<file path="config.mk">
export PLATFORM = sky130hd
export DESIGN_NAME = pmem_arbiter
export DESIGN_NICKNAME = d
export VERILOG_FILES = /design/src/rtl/pmem_arbiter.sv
export SDC_FILE = /design/constraint.sdc
export NUM_CORES = 1
export LEC_CHECK = 0
export CORE_AREA = 3 3 391 393
export CTS_CLUSTER_SIZE = 14
export DETAILED_ROUTE_END_ITERATION = 16
export DIE_AREA = 0 0 394 396
export PLACE_DENSITY = 0.4
export SLEW_MARGIN = 20
export SYNTH_ARGS = -nofsm -noshare
export SYNTH_HDL_FRONTEND = slang
export SYNTH_SLANG_ARGS = --single-unit
</file>
<file path="constraint.sdc">
create_clock -name clk -period 7.1 [get_ports clk]
set_clock_uncertainty 0.1 [all_clocks]
set_input_delay 0.71 -clock clk [delete_from_list [all_inputs] [get_ports clk]]
set_output_delay 0.71 -clock clk [all_outputs]
set_load 0.05 [all_outputs]
</file>
<file path="src/rtl/pmem_arbiter.sv">
// Round-robin arbiter: icache/dcache line requests onto one 64-bit burst pmem port; line <-> beat serialisation.
// Latency: request in IDLE -> pmem_read/write next cycle, resp the cycle after the last beat; pmem_resp=0 stalls the burst.
module pmem_arbiter #(
  parameter int BEAT_W      = 64,
  parameter int LINE_BEATS  = 4,
  parameter int OFFSET_BITS = 5
) (
  input  logic                         clk,
  input  logic                         rst,
  input  logic                         i_read,
  input  logic [31:0]                  i_address,
  output logic [BEAT_W*LINE_BEATS-1:0] i_rdata,
  output logic                         i_resp,
  input  logic                         d_read,
  input  logic                         d_write,
  input  logic [31:0]                  d_address,
  input  logic [BEAT_W*LINE_BEATS-1:0] d_wdata,
  output logic [BEAT_W*LINE_BEATS-1:0] d_rdata,
  output logic                         d_resp,
  output logic                         pmem_read,
  output logic                         pmem_write,
  output logic [31:0]                  pmem_address,
  output logic [BEAT_W-1:0]            pmem_wdata,
  input  logic [BEAT_W-1:0]            pmem_rdata,
  input  logic                         pmem_resp
);

  localparam int LINE_W = BEAT_W * LINE_BEATS;
  localparam int CNT_W  = (LINE_BEATS > 1) ? $clog2(LINE_BEATS) : 1;
  localparam logic [CNT_W-1:0] LAST_BEAT = CNT_W'(LINE_BEATS - 1);
  localparam logic [31:0] ADDR_MASK = ~((32'd1 << OFFSET_BITS) - 32'd1);

  typedef enum logic [1:0] {IDLE, READ, WRITE, DONE} state_t;
  typedef enum logic {ICACHE, DCACHE} req_t;

  state_t           state, state_nxt;
  req_t             last_grant, last_grant_nxt;
  req_t             owner, owner_nxt;
  logic [CNT_W-1:0] count, count_nxt;
  logic [31:0]      addr_q, addr_nxt;
  logic [LINE_W-1:0] asm_q, asm_nxt, rdata_q;
  logic             i_pend, d_pend, grant_d;
  logic             beat_fire, line_done;

  assign i_pend = i_read;
  assign d_pend = d_read | d_write;

  always_ff @(posedge clk or negedge rst) begin
    if (!rst) begin
      state      <= IDLE;
      last_grant <= ICACHE;
      owner      <= ICACHE;
      count      <= '0;
      addr_q     <= '0;
    end else begin
      state      <= state_nxt;
      last_grant <= last_grant_nxt;
      owner      <= owner_nxt;
      count      <= count_nxt;
      addr_q     <= addr_nxt;
    end
  end

  always_comb begin
    state_nxt      = state;
    last_grant_nxt = last_grant;
    owner_nxt      = owner;
    count_nxt      = count;
    addr_nxt       = addr_q;
    grant_d        = 1'b0;
    beat_fire      = 1'b0;
    line_done      = 1'b0;
    pmem_read      = 1'b0;
    pmem_write     = 1'b0;
    i_resp         = 1'b0;
    d_resp         = 1'b0;
    case (state)
      IDLE: begin
        if (i_pend || d_pend) begin
          // On contention the requester that did not win last time goes first.
          grant_d        = d_pend && (!i_pend || last_grant == ICACHE);
          owner_nxt      = grant_d ? DCACHE : ICACHE;
          last_grant_nxt = owner_nxt;
          count_nxt      = '0;
          addr_nxt       = (grant_d ? d_address : i_address) & ADDR_MASK;
          state_nxt      = (grant_d && d_write) ? WRITE : READ;
        end
      end
      READ, WRITE: begin
        pmem_read  = (state == READ);
        pmem_write = (state == WRITE);
        if (pmem_resp) begin
          beat_fire = 1'b1;
          count_nxt = count + CNT_W'(1);
          if (count == LAST_BEAT) begin
            line_done = (state == READ);
            count_nxt = '0;
            state_nxt = DONE;
          end
        end
      end
      DONE: begin
        i_resp    = (owner == ICACHE);
        d_resp    = (owner == DCACHE);
        state_nxt = IDLE;
      end
      default: state_nxt = IDLE;
    endcase
  end

  always_comb begin
    asm_nxt = asm_q;
    asm_nxt[BEAT_W*count +: BEAT_W] = pmem_rdata;
  end

  // Beats assemble in asm_q; the visible line only changes when a read completes.
  always_ff @(posedge clk or negedge rst) begin
    if (!rst) begin
      asm_q   <= '0;
      rdata_q <= '0;
    end else if (state == READ && beat_fire) begin
      asm_q <= asm_nxt;
      if (line_done) rdata_q <= asm_nxt;
    end
  end

  always_comb begin
    pmem_wdata = '0;
    if (state == WRITE) pmem_wdata = d_wdata[BEAT_W*count +: BEAT_W];
  end

  assign pmem_address = addr_q;
  assign i_rdata      = rdata_q;
  assign d_rdata      = rdata_q;

endmodule

</file>
==> flow_metrics.tcl <==
set metrics [dict create \
    switching_share_pct 50.9 \
    finalWirelength_um 145000 \
    h-tree-depth 3 \
    ff_latch_area_um2 13600 \
    drive_gt1_share_pct 8.16 \
    cts_tree "built" \
    cts_buffers 71 \
    pwr_density_cell_nw_per_um2 538 \
    multi_input_area_um2 9490 \
    final.period_utilization_pct 67.9 \
    synthArstFlopShare_pct 100 \
    crit_type "reg -> out" \
    fp.dieH_um 396 \
    fp.dieW_um 394 \
    worstPathArrival_ns 4.01 \
    grt_setup_unrepaired "false" \
    synth.top_cells.by_area "dfrtp_1, a22o_1, buf_4" \
    yosys_warnings 0 \
    slew_violations 0 \
    finalHoldViolCount 0 \
    synth_top_area_cell "dfrtp_1" \
    synth.avg_cell_area_um2 11.0 \
    path_cells "buf_4 > mux4_2 > and2_1 > clkdlybuf4s50_1" \
    fin_ws_ns 2.28 \
    max_cap_violations 0 \
    root_buffer "clkbuf_16" \
    clock_sinks 544 \
    path_clk_slew_ns 0.05 \
    rows 142 \
    hold_path_class "reg -> reg" \
    grt_overflow 0 \
    vias 22100 \
    num-nets-final 3410 \
    fp.coreArea_um2 150000 \
    dp_hpwl_um 104000 \
    critPathMaxFanout 31 \
    cpMaxStageDelayCell "clkdlybuf4s50_1" \
    die-area_um2 156000 \
    hold_buffers 1 \
    p_switching_mw 10.6 \
    synthToLayoutAreaGrowth_pct 45.2 \
    yosysTopAreaCellShare_pct 50.9 \
    drtPass1Iterations 7 \
    p_leak_nw 16.5 \
    synth.distinct_cells 41 \
    worstSetupEndpointType "output port" \
    gp_congestion 0.915 \
    internal_power_mw 10.2 \
    tightestPinTransition_ns 1.25 \
    drtAntennaViolNets 0 \
    synthCells 2427 \
    first_global_vias 22300 \
    port_buffers 986 \
    ys_seq_area_share_pct 50.9 \
    p_seq_share_pct 26.1 \
    grt_max_degree 179 \
    slew_headroom_pct 17.0 \
    synth-edff-count 0 \
    io_pins 1002 \
    grt_pass1_wl_um 198000 \
    ys_top_cells_by_count "dfrtp_1, buf_4, a21oi_1" \
    syn_area_um2 26700 \
    fill_cells 15800 \
    dp.cells 4948 \
    place_ws_ns 2.78 \
    routedWlPerCell_um 28.6 \
    worstPathRequired_ns 6.29 \
    post_cts_buffers 0 \
    clockBufferDepth 3 \
    power.share.clock_pct 17.9 \
    synth.most_common_cell "dfrtp_1" \
    insertion_delay_ns 0.66 \
    status "complete, no violations" \
    start_kind "flop" \
    max-vdd-ir-drop_mv 0.362 \
    ys_seq_elements 544 \
    slowest_delay_ns 0.92 \
    ys.flop_type "dfrtp_1" \
    combPwrFrac_pct 56.0 \
    start_util_pct 17.9 \
    fin_crit_ns 4.82 \
    drtIter0Drc 1501 \
    antenna_found_initial 17 \
    fin_setup_tns_ns 0 \
    finalSetupViolations 0 \
    final_cells 5087 \
    ctsResizeCount 0 \
    fmax_mhz 207 \
    via_per_inst 4.35 \
    track_usage_pct 18.0 \
    drc 0 \
]
==> kinds of logic (layout without fill, tap and decap cells) <==
kind of cell             Yosys count  count (layout)  share of synthesized area (%)
multiplexers                      91              91                           6.40
flip-flops                       544             544                           50.9
other                              1              13                         0.0140
AO/OA/AOI/OAI                    808             808                           21.6
AND/OR/NAND/NOR                  309             309                           6.24
adder cells (fa/ha/maj)           13              13                          0.608
buffers and inverters            661            1293                           14.2
==> area by class of cell <==
type	count	share of cell area (%)
clock buffers	104	5.39
flip-flops and latches	544	35.1
multi-input cells	1226	24.4
clock inverters	25	0.761
diodes	8	0.0516
well taps	2016	6.50
inverters	136	1.33
repair buffers	1028	26.4
==> path summary, 6_finish.rpt <==
check	to	slack, ns	startpoint	cells after the start
worst max-delay path	pmem_wdata[40]	2.28	count[0]	4
worst min-delay path	pmem_address[30]	0.38	pmem_address[30]	2
worst max register to register	asm_q[171]	2.97	count[0]	6
worst min register to register	pmem_address[30]	0.38	pmem_address[30]	2
max in group asynchronous	d_rdata[227]	4.74	rst	4
min in group asynchronous	pmem_address[31]	0.55	rst	2
==> placed cells by master (no fill, tap or decap), types with 10 or more instances in the layout <==
cell	n
clkdlybuf4s50_1	985
nor2b_1	65
a2bb2oi_1	66
mux4_2	64
o21ai_0	91
nand2_1	94
nand3_1	65
mux2i_1	27
clkbuf_1	16
buf_4	36
clkbuf_8	15
and2_1	66
a221oi_1	128
clkinv_2	13
ha_1	10
clkbuf_16	73
a22o_1	253
dfrtp_1	542
inv_1	133
a21oi_1	258
==> routing by layer <==
metal	global-route usage, %	up-vias	share of wire [%]
met5	0	-	0.0089
met4	4.35	2	2.2
met3	3.42	135	4.8
met2	29.4	796	48
met1	24.6	11600	45
li1	-	9638	-
==> stage by stage <==
| step | utilization (%) | instance area, um2 | power, mW | hold WS (ns) |
|---|---|---|---|---|
| 2_1_floorplan | - | 26800 | 13.1 | 0.314 |
| 3_3_place_gp | 24.3 | 36400 | 17.3 | 0.366 |
| 3_5_place_dp | 24.3 | 36400 | 17.3 | 0.370 |
| 4_1_cts | 25.9 | 38800 | 21.2 | 0.383 |
| 5_1_grt | 25.9 | 38800 | 21.7 | 0.404 |
| 6_report | 25.9 | 38800 | 20.9 | 0.377 |
==> power groups by stage <==
| stage | sequential [mW] | clock, mW | combinational [mW] |
|---|---|---|---|
| after floorplan | 7.19 | 0 | 5.89 |
| after global placement | 5.50 | 0 | 11.8 |
| after detailed placement | 5.50 | 0 | 11.8 |
| after CTS | 5.48 | 3.86 | 11.8 |
| after global routing | 5.62 | 3.98 | 12.1 |
| final | 5.45 | 3.73 | 11.7 |
==> critical path: cells and delay by family (launching register included) <==
kind / cells / cell delay, ns
buffers and inverters: 2 / 1.56
DFF: 1 / 0.86
muxes: 1 / 0.66
and+or+nand+nor: 1 / 0.20
==> state kept, by name, summed over array words and instances, names as in the netlist <==
signal and cells:
asm_q 256, d_rdata 256, pmem_address 27, count 2, state 2, owner 1
(Power assumes the default switching activity.)
